**config.mk**
```make
export PLATFORM = sky130hd
export DESIGN_NAME = alu_cmd_sequencer
export DESIGN_NICKNAME = d
export VERILOG_FILES = /design/src/rtl/alu_pkg.sv /design/src/rtl/alu_cmd_fifo.sv /design/src/rtl/alu_cmd_sequencer.sv
export SDC_FILE = /design/constraint.sdc
export NUM_CORES = 1
export LEC_CHECK = 0
export ABC_AREA = 0
export ABC_CLOCK_PERIOD_IN_PS = 5300
export CAP_MARGIN = 10
export CORE_UTILIZATION = 45
export DETAILED_ROUTE_END_ITERATION = 6
export GPL_TIMING_DRIVEN = 0
export PLACE_DENSITY = 0.66
export SYNTH_ARGS = -nofsm -noshare
export SYNTH_HDL_FRONTEND = slang
export SYNTH_SLANG_ARGS = --single-unit
```
**constraint.sdc**
```tcl
create_clock -name clk -period 5.3 [get_ports clk]
set_clock_uncertainty 0.15 [all_clocks]
set_input_delay 1.59 -clock clk [delete_from_list [all_inputs] [get_ports clk]]
set_output_delay 1.59 -clock clk [all_outputs]
set_load 0.005 [all_outputs]
```
**src/rtl/alu_pkg.sv**
```systemverilog
// Shared types and constants for the ALU command front-end.
package alu_pkg;

  // ALU opcodes as carried on the command and ALU interfaces.
  localparam logic [1:0] OP_ADDSUB = 2'b00;
  localparam logic [1:0] OP_MUL    = 2'b01;
  localparam logic [1:0] OP_DIV    = 2'b10;
  localparam logic [1:0] OP_RSVD   = 2'b11;

  // Sequencer states: pick a command, pulse start, wait for done, hand back the result.
  typedef enum logic [1:0] {
    IDLE  = 2'd0,
    ISSUE = 2'd1,
    WAIT  = 2'd2,
    RESP  = 2'd3
  } seq_state_t;

  // One queued command, exactly as it sits in a FIFO slot.
  typedef struct packed {
    logic [1:0] opcode;
    logic [7:0] a;
    logic [7:0] b;
  } alu_cmd_t;

  localparam int CMD_W = $bits(alu_cmd_t);

  // Reserved opcodes never reach the ALU.
  function automatic logic is_reserved(input logic [1:0] opcode);
    return opcode == OP_RSVD;
  endfunction

endpackage

```
**src/rtl/alu_cmd_fifo.sv**
```systemverilog
// Synchronous FIFO holding pending ALU commands. Pointers wrap modulo DEPTH
// (a power of two); a separate occupancy count tells full from empty.
module alu_cmd_fifo
  import alu_pkg::*;
#(
  parameter int DEPTH = 4
) (
  input  logic                   clk,
  input  logic                   rst,
  input  logic                   push,
  input  logic [CMD_W-1:0]       wr_data,
  input  logic                   pop,
  output logic [CMD_W-1:0]       rd_data,
  output logic                   full,
  output logic                   empty,
  output logic [$clog2(DEPTH):0] count
);

  localparam int            AW       = $clog2(DEPTH);
  localparam logic [AW:0]   FULL_CNT = (AW + 1)'(DEPTH);
  localparam logic [AW:0]   CNT_ONE  = (AW + 1)'(1);
  localparam logic [AW-1:0] PTR_ONE  = AW'(1);

  logic [CMD_W-1:0] mem [DEPTH];
  logic [AW-1:0]    wr_ptr;
  logic [AW-1:0]    rd_ptr;
  logic             wr_en;
  logic             rd_en;

  assign full    = (count == FULL_CNT);
  assign empty   = (count == '0);
  assign rd_data = mem[rd_ptr];

  // A pop frees the head slot in the same cycle, so a push alongside a pop is fine even when full.
  assign wr_en = push && (!full || pop);
  assign rd_en = pop && !empty;

  // Pointer and occupancy bookkeeping.
  always_ff @(posedge clk) begin
    if (rst) begin
      wr_ptr <= '0;
      rd_ptr <= '0;
      count  <= '0;
    end else begin
      // NOTE: clocked state uses <= so every register here sees the pre-edge values of the others.
      if (wr_en) wr_ptr <= wr_ptr + PTR_ONE;
      if (rd_en) rd_ptr <= rd_ptr + PTR_ONE;
      case ({wr_en, rd_en})
        2'b10:   count <= count + CNT_ONE;
        2'b01:   count <= count - CNT_ONE;
        default: count <= count;
      endcase
    end
  end

  // Entry storage.
  // NOTE: the array is deliberately not reset; pointers and count alone decide which slots are live.
  always_ff @(posedge clk) begin
    if (wr_en) mem[wr_ptr] <= wr_data;
  end

endmodule

```
**src/rtl/alu_cmd_sequencer.sv**
```systemverilog
// Front-end for the 8-bit ALU: queues commands, issues them one at a time with
// a single-cycle start pulse, waits for done (or times out) and returns the result.
module alu_cmd_sequencer
  import alu_pkg::*;
#(
  parameter int DEPTH   = 4,
  parameter int TIMEOUT = 64
) (
  input  logic        clk,
  input  logic        rst,
  input  logic        cmd_valid,
  output logic        cmd_ready,
  input  logic [1:0]  cmd_opcode,
  input  logic [7:0]  cmd_a,
  input  logic [7:0]  cmd_b,
  output logic        alu_start,
  output logic [1:0]  alu_opcode,
  output logic [7:0]  alu_a,
  output logic [7:0]  alu_b,
  input  logic [15:0] alu_result,
  input  logic        alu_done,
  output logic        rsp_valid,
  input  logic        rsp_ready,
  output logic [15:0] rsp_result,
  output logic [1:0]  rsp_opcode,
  output logic        rsp_error,
  output logic        busy
);

  localparam int            CW         = $clog2(DEPTH) + 1;
  localparam int            TW         = $clog2(TIMEOUT);
  localparam logic [TW-1:0] TIMER_LAST = TW'(TIMEOUT - 1);
  localparam logic [TW-1:0] TIMER_ONE  = TW'(1);

  seq_state_t       state;
  seq_state_t       state_next;
  logic             fifo_push;
  logic             fifo_pop;
  logic             fifo_full;
  logic             fifo_empty;
  logic [CMD_W-1:0] fifo_rd_data;
  logic [CW-1:0]    fifo_count;
  alu_cmd_t         head;
  logic [TW-1:0]    wait_cnt;
  logic             timer_expired;

  assign head          = alu_cmd_t'(fifo_rd_data);
  assign fifo_push     = cmd_valid && cmd_ready;
  assign timer_expired = (wait_cnt == TIMER_LAST);
  // The opcode register is only reloaded on pop, so it still names the responding command.
  assign rsp_opcode    = alu_opcode;

  alu_cmd_fifo #(
    .DEPTH(DEPTH)
  ) u_fifo (
    .clk     (clk),
    .rst     (rst),
    .push    (fifo_push),
    .wr_data ({cmd_opcode, cmd_a, cmd_b}),
    .pop     (fifo_pop),
    .rd_data (fifo_rd_data),
    .full    (fifo_full),
    .empty   (fifo_empty),
    .count   (fifo_count)
  );

  // State register.
  always_ff @(posedge clk) begin
    if (rst) state <= IDLE;
    else     state <= state_next;
  end

  // Next-state logic; done beats the timer when both land in the same WAIT cycle.
  always_comb begin
    // NOTE: defaulting to the current state first keeps every path assigned, so no latch is inferred.
    state_next = state;
    case (state)
      IDLE:    if (!fifo_empty) state_next = is_reserved(head.opcode) ? RESP : ISSUE;
      ISSUE:   state_next = WAIT;
      WAIT:    if (alu_done || timer_expired) state_next = RESP;
      RESP:    if (rsp_ready) state_next = IDLE;
      default: state_next = IDLE;
    endcase
  end

  // Control outputs decoded from the current state.
  always_comb begin
    cmd_ready = !fifo_full;
    fifo_pop  = (state == IDLE) && !fifo_empty;
    alu_start = (state == ISSUE);
    rsp_valid = (state == RESP);
    busy      = (state != IDLE) || (fifo_count != '0);
  end

  // Operand, timer and response registers; each changes only at the state that owns it.
  always_ff @(posedge clk) begin
    if (rst) begin
      alu_opcode <= '0;
      alu_a      <= '0;
      alu_b      <= '0;
      wait_cnt   <= '0;
      rsp_result <= '0;
      rsp_error  <= 1'b0;
    end else begin
      case (state)
        IDLE: begin
          if (fifo_pop) begin
            alu_opcode <= head.opcode;
            alu_a      <= head.a;
            alu_b      <= head.b;
            if (is_reserved(head.opcode)) begin
              rsp_result <= '0;
              rsp_error  <= 1'b1;
            end
          end
        end
        ISSUE: wait_cnt <= '0;
        WAIT: begin
          if (alu_done) begin
            rsp_result <= alu_result;
            rsp_error  <= 1'b0;
          end else if (timer_expired) begin
            rsp_result <= '0;
            rsp_error  <= 1'b1;
          end else begin
            wait_cnt <= wait_cnt + TIMER_ONE;
          end
        end
        default: ;
      endcase
    end
  end

endmodule

```
======== Word-level counts from Yosys, hierarchy flattened ========
Memory sizes are Yosys's and may differ from the RTL's. A register that Yosys moved wholly into a read port is not among the register bits.
Index checks and enable logic that the tools add are counted.
Widths: inputs -> output; s select.
word-level totals
  bits in registers ....................... 50
  bits in latches ......................... 0
  RAM bits ................................ 72
  memory bits (read-only) ................. 0
  input bits .............................. 39
  output and inout bits ................... 41
  logic and storage cells ................. 75
  memories ................................ 1
memory list
  memory      words  width  rd ports  clocked after Yosys merged registers in  wr ports  RTL line            text
  u_fifo.mem  4      18     1         1                                        1         alu_cmd_fifo.sv:24  logic [CMD_W-1:0] mem [DEPTH];
cells by class
  add/subtract/negate cells ............... 5
  multipliers ............................. 0
  divide/modulo/power cells ............... 0
  magnitude comparators ................... 0
  equality and inequality tests ........... 16
  shift operators ......................... 0
  multiplexer cells ....................... 23
  bitwise operators ....................... 0
  reduce and logical (&&, ||, !) cells .... 20
operator list
  operator             count
  $mux 16              4
  $pmux 16 s2          1
  $mux 2               6
  $mux 6               2
  $pmux 6 s2           1
  $eq 2x2->1 const B   4
  $ne 2x2->1 const B   4
  $pmux 2 s4           1
  $reduce_bool 2->1    4
  $add 6x1->6 const B  1
  $eq 6x6->1 const B   1
  $mux 1               6
  $ne 2x1->1 const B   3
  $pmux 3 s2           1
  $reduce_and 3->1     2
  $add 2x1->2 const B  2
  $eq 2x1->1 const B   2
  $logic_and 1x1->1    4
  $reduce_and 4->1     1
  $add 3x1->3 const B  1
  $eq 3x3->1 const B   1
  $logic_not 3->1      1
  $logic_or 1x1->1     3
  $ne 3x3->1 const B   1
  6 further kinds      7

======== Logic depth before layout (Yosys ltp) ========
Gate-level depths: netlist of the first run.
  depth after elaboration ................. 7
  mapped depth ............................ 12
  gate-level depth less buffers ........... 10

======== By module ========
Synthesis of the first run repeated with hierarchy kept, for this count alone.
second synthesis, totals
  cell total of the unflattened synthesis .. 335
  area total of the unflattened synthesis .. 4,872.2 µm²
by module, submodules not included
  module             instances  cells each  area each (µm²)  sequential area each (µm²)
  alu_cmd_fifo       1          148         3,128.0          2,342.2
  alu_cmd_sequencer  1          187         1,744.2          860.8

======== Least setup slack after synthesis of the first run ========
OpenSTA, ideal clock, no wires.
  path kind ............................... input to register
  from .................................... in cmd_valid
  to ...................................... reg u_fifo.count[2]
  setup time .............................. 0.070 ns
  data arrival time ....................... 2.951 ns
  data required time ...................... 5.080 ns
  setup slack ............................. 2.129 ns
  cell stages on the path ................. 8
  cell sequence ........................... and2_1 > inv_1 > ha_1 > inv_1 > fa_1 > xor2_1 > or3_1 > a21oi_1
on the way
  longest elaborated chain between the ends .. 4
  elaborated cells on any way between the ends .. 6
  those cells by class .................... eq/ne (2); mux (1); reduce/logical (3)
RTL lines
  item                                             RTL line                 text
  start, declared                                  alu_cmd_sequencer.sv:11  input logic cmd_valid,
  $logic_and 1x1->1 *                              alu_cmd_sequencer.sv:48  assign fifo_push = cmd_valid && cmd_ready;
  $logic_and 1x1->1 *                              alu_cmd_fifo.sv:35       assign wr_en = push && (!full || pop);
  $eq 2x1->1 or $eq 2x2->1 (tied branches)         alu_cmd_fifo.sv:48       case ({wr_en, rd_en})
  $pmux 3 s2 or $reduce_bool 2->1 (tied branches)  -
  end signal, assigned                             alu_cmd_fifo.sv:49       2'b10: count <= count + CNT_ONE;
  end signal, assigned                             alu_cmd_fifo.sv:50       2'b01: count <= count - CNT_ONE;
  end signal, assigned                             alu_cmd_fifo.sv:51       default: count <= count;
  end, declared                                    alu_cmd_fifo.sv:16       output logic [$clog2(DEPTH):0] count
Every way passes the cells marked *; elsewhere a longest branch is shown, timed or not.
A chain may end at the register's enable or synchronous reset.

======== Worst setup path in the final report of the first run ========
  from .................................... reg u_fifo.count[0]
  to ...................................... out busy
on the way
  longest elaborated chain between the ends .. 2
RTL lines
  item               RTL line                 text
  $reduce_bool 3->1  alu_cmd_sequencer.sv:92  busy = (state != IDLE) || (fifo_count != '0);
  $logic_or 1x1->1   alu_cmd_sequencer.sv:92
  end, declared      alu_cmd_sequencer.sv:27  output logic busy
Every way passes these cells.

==> flow_summary_export.csv, run 1 <==
group,metric,value,unit
outcome,status,"finished clean",
timing,hold_violations,0,
final_layout,multi_input_area,1830,um^2
global_route,grt_usage,19.6,%
clock_tree,root_buffer,"clkbuf_16",
final_layout,fin_nets,559,
power,p_leak,0.00238,uW
clock_tree,cts_tree,"yes",
power,p_total,3330,uW
power,power_per_cell_area,495,nW/um^2
power,peakVddDrop,0.333,mV
global_route,grt_pass1_vias,3536,
clock_tree,clk_path_buf_depth,2,
route,first_pass_iters,4,
yosys,ys_ff_latch,124,
route,drt_iter0_drc,182,
floorplan,fp.coreArea,11000,um^2
yosys,post-synth-top-count-cell,"nand2_1",
clock_tree,cts_buffers,17,
timing,finalSetupViolations,0,
job,drv_cap,0,
global_route,grt_first_pass_wirelength,17100,um
global_route,grt_start_max_net_pins,19,
setup_path,crit_path_end_kind,"output pin",
route,postRouteAntennaNets,0,
placement,dpl.hpwl,7030,um
hold_path,min_path_type,"reg2reg",
clock_tree,path_clk_slew,0.05,ns
route,vias,3567,
yosys,yosysTopAreaCell,"edfxtp_1",
setup_path,critPathMaxFanout,5,
floorplan,die_area,12000,um^2
final_layout,drive_gt1_share,10.4,%
yosys,synth_area,5200,um^2
setup_path,required,3.56,ns
yosys,yosysWarnings,0,
final_layout,fillCellCount,884,
yosys,ys_top_cells_by_count,"83 x nand2_1, 72 x edfxtp_1, 52 x dfxtp_1, 29 x a21oi_1",
timing,worstMarginPinSlew,1.13,ns
clock_tree,post_cts_buffers,0,
setup_path,cp_data_arrival_time,1.91,ns
route,drc,0,
yosys,synth-main-ff-cell,"edfxtp_1",
clock_tree,insertion_delay,0.41,ns
yosys,yosys-top-cells-area,"edfxtp_1 42%, dfxtp_1 20%, nand2_1 6.0%",
timing,rsz0062_at_grt,"false",
timing,finalCriticalPeriod,3.65,ns
route,wl,10800,um
timing,timing.fmax,274,MHz
yosys,synth_edf_count,72,
final_layout,seqCellArea,3200,um^2
yosys,synth_nets,461,
clock_tree,cts.sinks,124,
timing,tns,0,ns
yosys,synth_top_area_share,41.6,%
floorplan,ioPinCount,80,
yosys,synth_seq_area_share,61.6,%
yosys,syn_inst,410,
final_layout,syn_to_final_growth,29.3,%
placement,dp_slack,1.52,ns
placement,place_congestion,0.769,
yosys,synthArstFlopShare,0,%
timing,layout_setup_ws,1.65,ns
clock_tree,htree_levels,4,
final_layout,antenna-diode-count,0,
floorplan,die_h,110,um
timing,finalCritPeriodShare,68.8,%
timing,final-max-slew-violation-count,0,
route,via_per_inst,5.40,
route,wl_per_cell,16.4,um
clock_tree,ctsHoldBuffers,0,
yosys,ys_types,47,
global_route,grt_overflow,0,
clock_tree,cts_resized,0,
timing,max-slew-margin-rel,24.8,%
global_route,antenna_found_initial,0,
yosys,avgSynthCellArea,12.7,um^2
setup_path,crit_type,"reg2out",
floorplan,initial_core_util,47.2,%
floorplan,rows,38,
floorplan,die_w,110,um
setup_path,cp-start-kind,"register",
placement,io_buffers,79,
cells by family (layout without fill, tap and decap cells):
| logic type | count (synthesis) | after routing | share of synthesized area, % |
|---|---|---|---|
| DFF | 124 | 124 | 61.6 |
| and+or+nand+nor | 135 | 135 | 12.3 |
| AOI/OAI and AO/OA | 77 | 77 | 10.6 |
| buffers and inverters | 38 | 149 | 3.29 |
| adders and majority gates | 12 | 12 | 3.03 |
| muxes | 19 | 19 | 8.37 |
| xor gates and xnor gates | 5 | 5 | 0.842 |
placed cells by master (no fill, tap or decap), drive strengths merged, types with 3 or more instances in the layout:
cell	netlist	routed
nand2	84	84
clkdlybuf4s50	0	79
edfxtp	72	72
dfxtp	52	52
clkbuf	16	42
a21oi	29	29
o211ai	18	18
nor2b	18	18
mux4	18	18
a221o	17	17
inv	13	13
ha	11	11
nor2	10	10
buf	9	9
and3	4	4
o21ai	4	4
nor3	3	3
nand3	3	3
xor2	3	3
clkinv	0	3
where the power goes:
group / internal [uW] / total [uW] / switching [uW] / leakage [uW]
combinational: 470 / 985 / 515 / 0.00103
clock: 691 / 1080 / 385 / 0.000270
sequential: 1190 / 1270 / 75.6 / 0.00108
total: 2350 / 3330 / 976 / 0.00238
per-layer routing:
layer  track usage, %  share of wire (%)  vias up
met2             33.1                 49       87
met3             5.93                5.4       11
met4             7.43                1.1        0
li1                 -                  -     1720
met5                0                  0        -
met1             23.7                 45     1749
worst paths after layout:
check | from | to | slack (ns) | cells past startpoint
worst max-delay path | u_fifo.count[0]$_SDFFE_PP0P_ | busy | 1.65 | 3
worst min-delay path | alu_a[6]$_SDFFE_PP0P_ | alu_a[6]$_SDFFE_PP0P_ | 0.30 | 2
worst max register to register | state[0]$_SDFFE_PP0P_ | u_fifo.count[2]$_SDFFE_PP0P_ | 2.05 | 12
worst min register to register | alu_a[6]$_SDFFE_PP0P_ | alu_a[6]$_SDFFE_PP0P_ | 0.30 | 2
per-stage QoR:
stage	cells	hold slack (ns)	cell area [um^2]	util [%]
after floorplan	410	0.303	5200	-
after global placement	629	0.295	6170	55.9
after detailed placement	629	0.296	6170	55.9
after CTS	661	0.303	6730	61.0
after global routing	661	0.333	6730	61.0
final	661	0.301	6730	61.0
cell type report:
type	count	area share [%]
Multi-Input combinational cell	248	27.2
Sequential cell	124	47.6
Clock buffer	26	7.42
Tap cell	140	2.60
Timing Repair Buffer	79	11.8
Clock inverter	6	0.893
Inverter	13	0.725
Buffer	25	1.82
registers in the layout, indices dropped and copies added (netlist names), named ones only:
register and count:
alu_opcode 2, wait_cnt 6, rsp_error 1, u_fifo.rd_ptr 2, state 2, alu_b 8
u_fifo.wr_ptr 2, u_fifo.mem 72, alu_a 8, rsp_result 16, u_fifo.count 3
worst max-delay path: stages, from the launching register on:
cell,delay (ns)
dfxtp_1,0.33
nor3_1,0.58
nand2_1,0.11
clkdlybuf4s50_1,0.48
Power figures use the tool's default switching activity.
==> run 2: changes to the inputs <==
--- a/config.mk
+++ b/config.mk
@@ -6,7 +6,7 @@
 export NUM_CORES = 1
 export LEC_CHECK = 0
 export ABC_AREA = 0
-export ABC_CLOCK_PERIOD_IN_PS = 5300
+export ABC_CLOCK_PERIOD_IN_PS = 3400
 export CAP_MARGIN = 10
 export CORE_UTILIZATION = 45
 export DETAILED_ROUTE_END_ITERATION = 6
==> constraint.sdc (replaced) <==
create_clock -name clk -period 3.4 [get_ports clk]
set_clock_uncertainty 0.15 [all_clocks]
set_input_delay 1.02 -clock clk [delete_from_list [all_inputs] [get_ports clk]]
set_output_delay 1.02 -clock clk [all_outputs]
set_load 0.005 [all_outputs]
==> flow_summary_export.csv, run 2 (synthesis results as in run 1) <==
group,metric,value,unit
timing,finalCriticalPeriod,3.08,ns
global_route,grt_overflow,0,
hold_path,hold_path_depth,2,
placement,place_area,6170,um^2
final_layout,drive_gt1_share,10.4,%
timing,rsz0062_at_grt,"false",
final_layout,syn_to_final_growth,29.2,%
timing,timing.fmax,325,MHz
timing,tns,0,ns
timing,fin_hold_ws,0.301,ns
setup_path,critPathBufInv,1,
global_route,grt_first_pass_wirelength,17100,um
route,postRouteAntennaNets,0,
route,wl_per_cell,16.4,um
placement,dpl.hpwl,7030,um
final_layout,fin_area,6720,um^2
setup_path,required,2.23,ns
timing,finalCritPeriodShare,90.6,%
setup_path,r2r_start,"state[0]$_SDFFE_PP0P_",
global_route,antenna_found_initial,0,
clock_tree,cts_buffers,17,
setup_path,rrSetupSlack,0.36,ns
setup_path,cp-start-kind,"register",
outcome,status,"finished clean",
setup_path,path_delay_family,"simple AND/OR/NAND/NOR gates",
route,wl,10800,um
power,peakVddDrop,0.519,mV
timing,worstMarginPinSlew,1.13,ns
job,drv_cap,0,
final_layout,seqCellArea,3200,um^2
setup_path,rr_endpoint,"u_fifo.count[2]$_SDFFE_PP0P_",
final_layout,layout_commonest_cell,"nand2_1",
setup_path,crit_slowest_cell,"nor3_1",
global_route,grt_usage,19.6,%
floorplan,initial_core_util,47.2,%
floorplan,rows,38,
placement,dp_slack,0.124,ns
final_layout,multi_input_area,1830,um^2
global_route,grt_pass1_vias,3536,
placement,place_congestion,0.769,
setup_path,path_cells,"nor3_1 -> nand2_1 -> clkdlybuf4s50_1",
power,comb_power_share,29.5,%
final_layout,top_register,"u_fifo.mem",
clock_tree,htree_levels,4,
hold_path,min_from,"alu_a[6]$_SDFFE_PP0P_",
power,power_per_cell_area,771,nW/um^2
power,p_leak,0.00238,uW
clock_tree,clk_path_buf_depth,2,
final_layout,fillCellCount,883,
timing,final-max-slew-violation-count,0,
setup_path,cp_slowest_stage_delay,0.58,ns
final_layout,final_cell_mix,"83 x nand2_1, 79 x clkdlybuf4s50_1, 72 x edfxtp_1",
final_layout,largest_reg_flops,72,
floorplan,die_area,12000,um^2
power,p_clk_share,32.4,%
floorplan,ioPinCount,80,
clock_tree,cts_resized,0,
power,switching_share,29.3,%
hold_path,hold_end,"alu_a[6]$_SDFFE_PP0P_",
clock_tree,ctsHoldBuffers,0,
placement,io_buffers,79,
clock_tree,cts.sinks,124,
timing,finalSetupViolations,0,
final_layout,fin_nets,558,
timing,hold_violations,0,
timing,layout_setup_ws,0.321,ns
setup_path,crit_type,"reg2out",
setup_path,cp_data_arrival_time,1.91,ns
clock_tree,insertion_delay,0.41,ns
floorplan,die_h,110,um
hold_path,min_path_type,"reg2reg",
global_route,grt_start_max_net_pins,19,
clock_tree,path_clk_slew,0.05,ns
power,p_seq_share,38.1,%
clock_tree,root_buffer,"clkbuf_16",
clock_tree,post_cts_buffers,0,
route,first_pass_iters,4,
timing,max-slew-margin-rel,24.6,%
route,vias,3572,
setup_path,critPathMaxFanout,5,
route,drc,0,
clock_tree,cts_tree,"yes",
floorplan,fp.coreArea,11000,um^2
route,drt_iter0_drc,196,
floorplan,die_w,110,um
power,p_switching,1520,uW
route,via_per_inst,5.41,
power,intPower,3670,uW
final_layout,antenna-diode-count,0,
setup_path,worstRegToRegCells,11,
final_layout,largestRegisters,"u_fifo.mem x72, rsp_result x16",
setup_path,crit_path_end_kind,"output pin",
[run 2: power by group through the flow]
stage | Combinational [uW] | Clock, uW | Sequential [uW]
floorplan | 955 | 0 | 1980
finish | 1530 | 1680 | 1980
global placement | 1520 | 0 | 1990
CTS | 1560 | 1710 | 1980
detailed placement | 1550 | 0 | 2000
global route | 1690 | 1770 | 2000
[run 2: how the worst max path moves through the flow]
| stage | startpoint | end | slack, ns | cells past startpoint |
|---|---|---|---|---|
| after floorplan | state[0]$_SDFFE_PP0P_ | u_fifo.count[2]$_SDFFE_PP0P_ | 0.62 | 12 |
| after global placement | state[1]$_SDFFE_PP0P_ | u_fifo.count[2]$_SDFFE_PP0P_ | 0.21 | 12 |
| after detailed placement | state[0]$_SDFFE_PP0P_ | u_fifo.count[2]$_SDFFE_PP0P_ | 0.12 | 12 |
| after CTS | state[0]$_SDFFE_PP0P_ | u_fifo.count[2]$_SDFFE_PP0P_ | 0.11 | 12 |
| after global routing | state[0]$_SDFFE_PP0P_ | u_fifo.count[2]$_SDFFE_PP0P_ | 0.13 | 11 |
| final | u_fifo.count[0]$_SDFFE_PP0P_ | busy | 0.32 | 3 |
[run 2: through the flow]
stage               cells  total power (uW)  util (%)
finish                660              5190      61.0
global route          660              5470      61.0
CTS                   661              5250      61.0
detailed placement    629              3550      55.9
global placement      629              3510      55.9
floorplan             410              2940         -
[run 2: cell type report]
type	count	share of cell area [%]
tap	140	2.61
clock buffer	26	7.42
clock inverter	6	0.893
inverter	13	0.726
multi-input combinational	248	27.2
timing repair buffer	79	11.8
buffer	24	1.77
sequential	124	47.6
[run 2: tightest hold or removal path: stages, from the launching register on]
cell	delay [ns]
dfxtp_1	0.30
nand2_1	0.05
a21oi_1	0.05
[run 2: per-layer routing]
layer	wire, um	global-route usage [%]
met5	0	0
met4	112	7.43
met3	616	5.93
met2	5310	33.1
met1	4800	23.7
==> run 3: changes to the inputs <==
--- a/config.mk
+++ b/config.mk
@@ -7,7 +7,7 @@
 export LEC_CHECK = 0
 export ABC_AREA = 0
 export ABC_CLOCK_PERIOD_IN_PS = 3400
-export CAP_MARGIN = 10
+export CAP_MARGIN = 30
 export CORE_UTILIZATION = 45
 export DETAILED_ROUTE_END_ITERATION = 6
 export GPL_TIMING_DRIVEN = 0
==> flow_summary_export.csv, run 3 (synthesis results as in run 1) <==
group,metric,value,unit
timing,hold_violations,0,
power,p_clk_share,34.5,%
timing,rsz0062_at_grt,"false",
setup_path,required,2.23,ns
route,drt_iter0_drc,190,
clock_tree,post_cts_buffers,0,
floorplan,die_w,110,um
timing,finalSetupViolations,0,
route,drc,0,
placement,place_congestion,0.769,
global_route,grt_start_max_net_pins,19,
power,p_switching,1530,uW
power,power_per_cell_area,789,nW/um^2
setup_path,path_delay_family,"simple AND/OR/NAND/NOR gates",
power,comb_power_share,28.8,%
timing,worstMarginPinSlew,1.01,ns
timing,timing.fmax,320,MHz
final_layout,fin_area,6820,um^2
power,p_seq_share,36.7,%
final_layout,fin_nets,561,
floorplan,initial_core_util,47.2,%
placement,place_area,6190,um^2
setup_path,crit_type,"reg2out",
final_layout,fillCellCount,881,
final_layout,layout_commonest_cell,"nand2_1",
clock_tree,htree_levels,4,
setup_path,crit_slowest_cell,"nor3_1",
setup_path,path_cells,"nor3_1 -> nand2_1 -> clkdlybuf4s50_1",
clock_tree,path_clk_slew,0.05,ns
hold_path,min_path_type,"reg2reg",
power,intPower,3850,uW
outcome,status,"finished clean",
power,p_leak,0.00243,uW
route,wl,10900,um
route,vias,3582,
setup_path,cp-start-kind,"register",
setup_path,critPathMaxFanout,5,
setup_path,critPathBufInv,1,
clock_tree,root_buffer,"clkbuf_16",
final_layout,top_register,"u_fifo.mem",
global_route,grt_usage,19.8,%
final_layout,syn_to_final_growth,31.1,%
clock_tree,cts.sinks,124,
timing,max-slew-margin-rel,32.4,%
route,postRouteAntennaNets,0,
global_route,antenna_found_initial,0,
setup_path,cp_slowest_stage_delay,0.61,ns
final_layout,final_cell_mix,"83 x nand2_1, 79 x clkdlybuf4s50_1, 72 x edfxtp_1",
placement,io_buffers,79,
clock_tree,clk_path_buf_depth,2,
floorplan,fp.coreArea,11000,um^2
setup_path,cp_data_arrival_time,1.95,ns
job,drv_cap,0,
final_layout,largestRegisters,"u_fifo.mem x72, rsp_result x16",
global_route,grt_pass1_vias,3565,
global_route,grt_first_pass_wirelength,17300,um
power,switching_share,28.4,%
global_route,grt_overflow,0,
final_layout,largest_reg_flops,72,
setup_path,rrSetupSlack,0.34,ns
clock_tree,ctsHoldBuffers,0,
power,peakVddDrop,0.504,mV
timing,tns,0,ns
clock_tree,cts_buffers,17,
route,wl_per_cell,16.4,um
floorplan,die_h,110,um
timing,finalCritPeriodShare,91.8,%
clock_tree,cts_tree,"yes",
final_layout,fin_cells,662,
placement,dpl.hpwl,7220,um
timing,final-max-slew-violation-count,0,
final_layout,drive_gt1_share,10.5,%
route,first_pass_iters,4,
floorplan,die_area,12000,um^2
route,via_per_inst,5.41,
timing,layout_setup_ws,0.279,ns
floorplan,rows,38,
setup_path,crit_path_end_kind,"output pin",
placement,placed_cells,631,
placement,dp_slack,0.125,ns
timing,finalCriticalPeriod,3.12,ns
clock_tree,cts_resized,0,
final_layout,antenna-diode-count,0,
clock_tree,insertion_delay,0.41,ns
floorplan,ioPinCount,80,
run 3: area by class of cell:
type                       instances  area, um^2  area share, %
clock inverter                     8         140           2.05
clock buffer                      23         468           6.86
tap                              140         175           2.57
buffer                            24         119           1.74
timing repair buffer              82         838           12.3
multi-input combinational        248        1830           26.8
inverter                          13        48.8          0.715
sequential                       124        3200           47.0
run 3: worst paths after layout:
check,from,end,cells past startpoint
setup / recovery,u_fifo.count[0]$_SDFFE_PP0P_,busy,3
hold / removal,alu_a[6]$_SDFFE_PP0P_,alu_a[6]$_SDFFE_PP0P_,2
setup reg to reg,state[0]$_SDFFE_PP0P_,u_fifo.count[2]$_SDFFE_PP0P_,11
hold reg to reg,alu_a[6]$_SDFFE_PP0P_,alu_a[6]$_SDFFE_PP0P_,2
run 3: power by group through the flow:
stage	logic, uW	registers (uW)	clock network [uW]
after floorplan	955	1980	0
after global placement	1520	1990	0
after detailed placement	1560	2000	0
after CTS	1580	1980	1890
after global routing	1710	2000	1950
final	1550	1970	1860
run 3: metal layers:
metal | up-vias | global-route usage [%] | wire, um
met1 | 1741 | 24.1 | 4770
met3 | 12 | 5.16 | 616
met5 | - | 0 | 0
li1 | 1721 | - | -
met4 | 0 | 8.67 | 156
met2 | 108 | 33.2 | 5340
run 3: worst register-to-register path: cells and delay by family (launching register included):
family,cells,cell delay [ns]
compound gates,1,0.15
simple gates,2,0.46
fa+ha+maj,3,0.97
flops,1,0.34
buf+inv,4,0.77
xor+xnor,1,0.16
run 3: per-stage QoR:
step	hold slack (ns)	utilization, %	power (uW)
3_5_place_dp	0.297	56.1	3570
2_1_floorplan	0.303	-	2940
3_3_place_gp	0.295	55.9	3510
5_1_grt	0.335	61.8	5660
4_1_cts	0.304	61.6	5440
6_report	0.302	61.8	5380
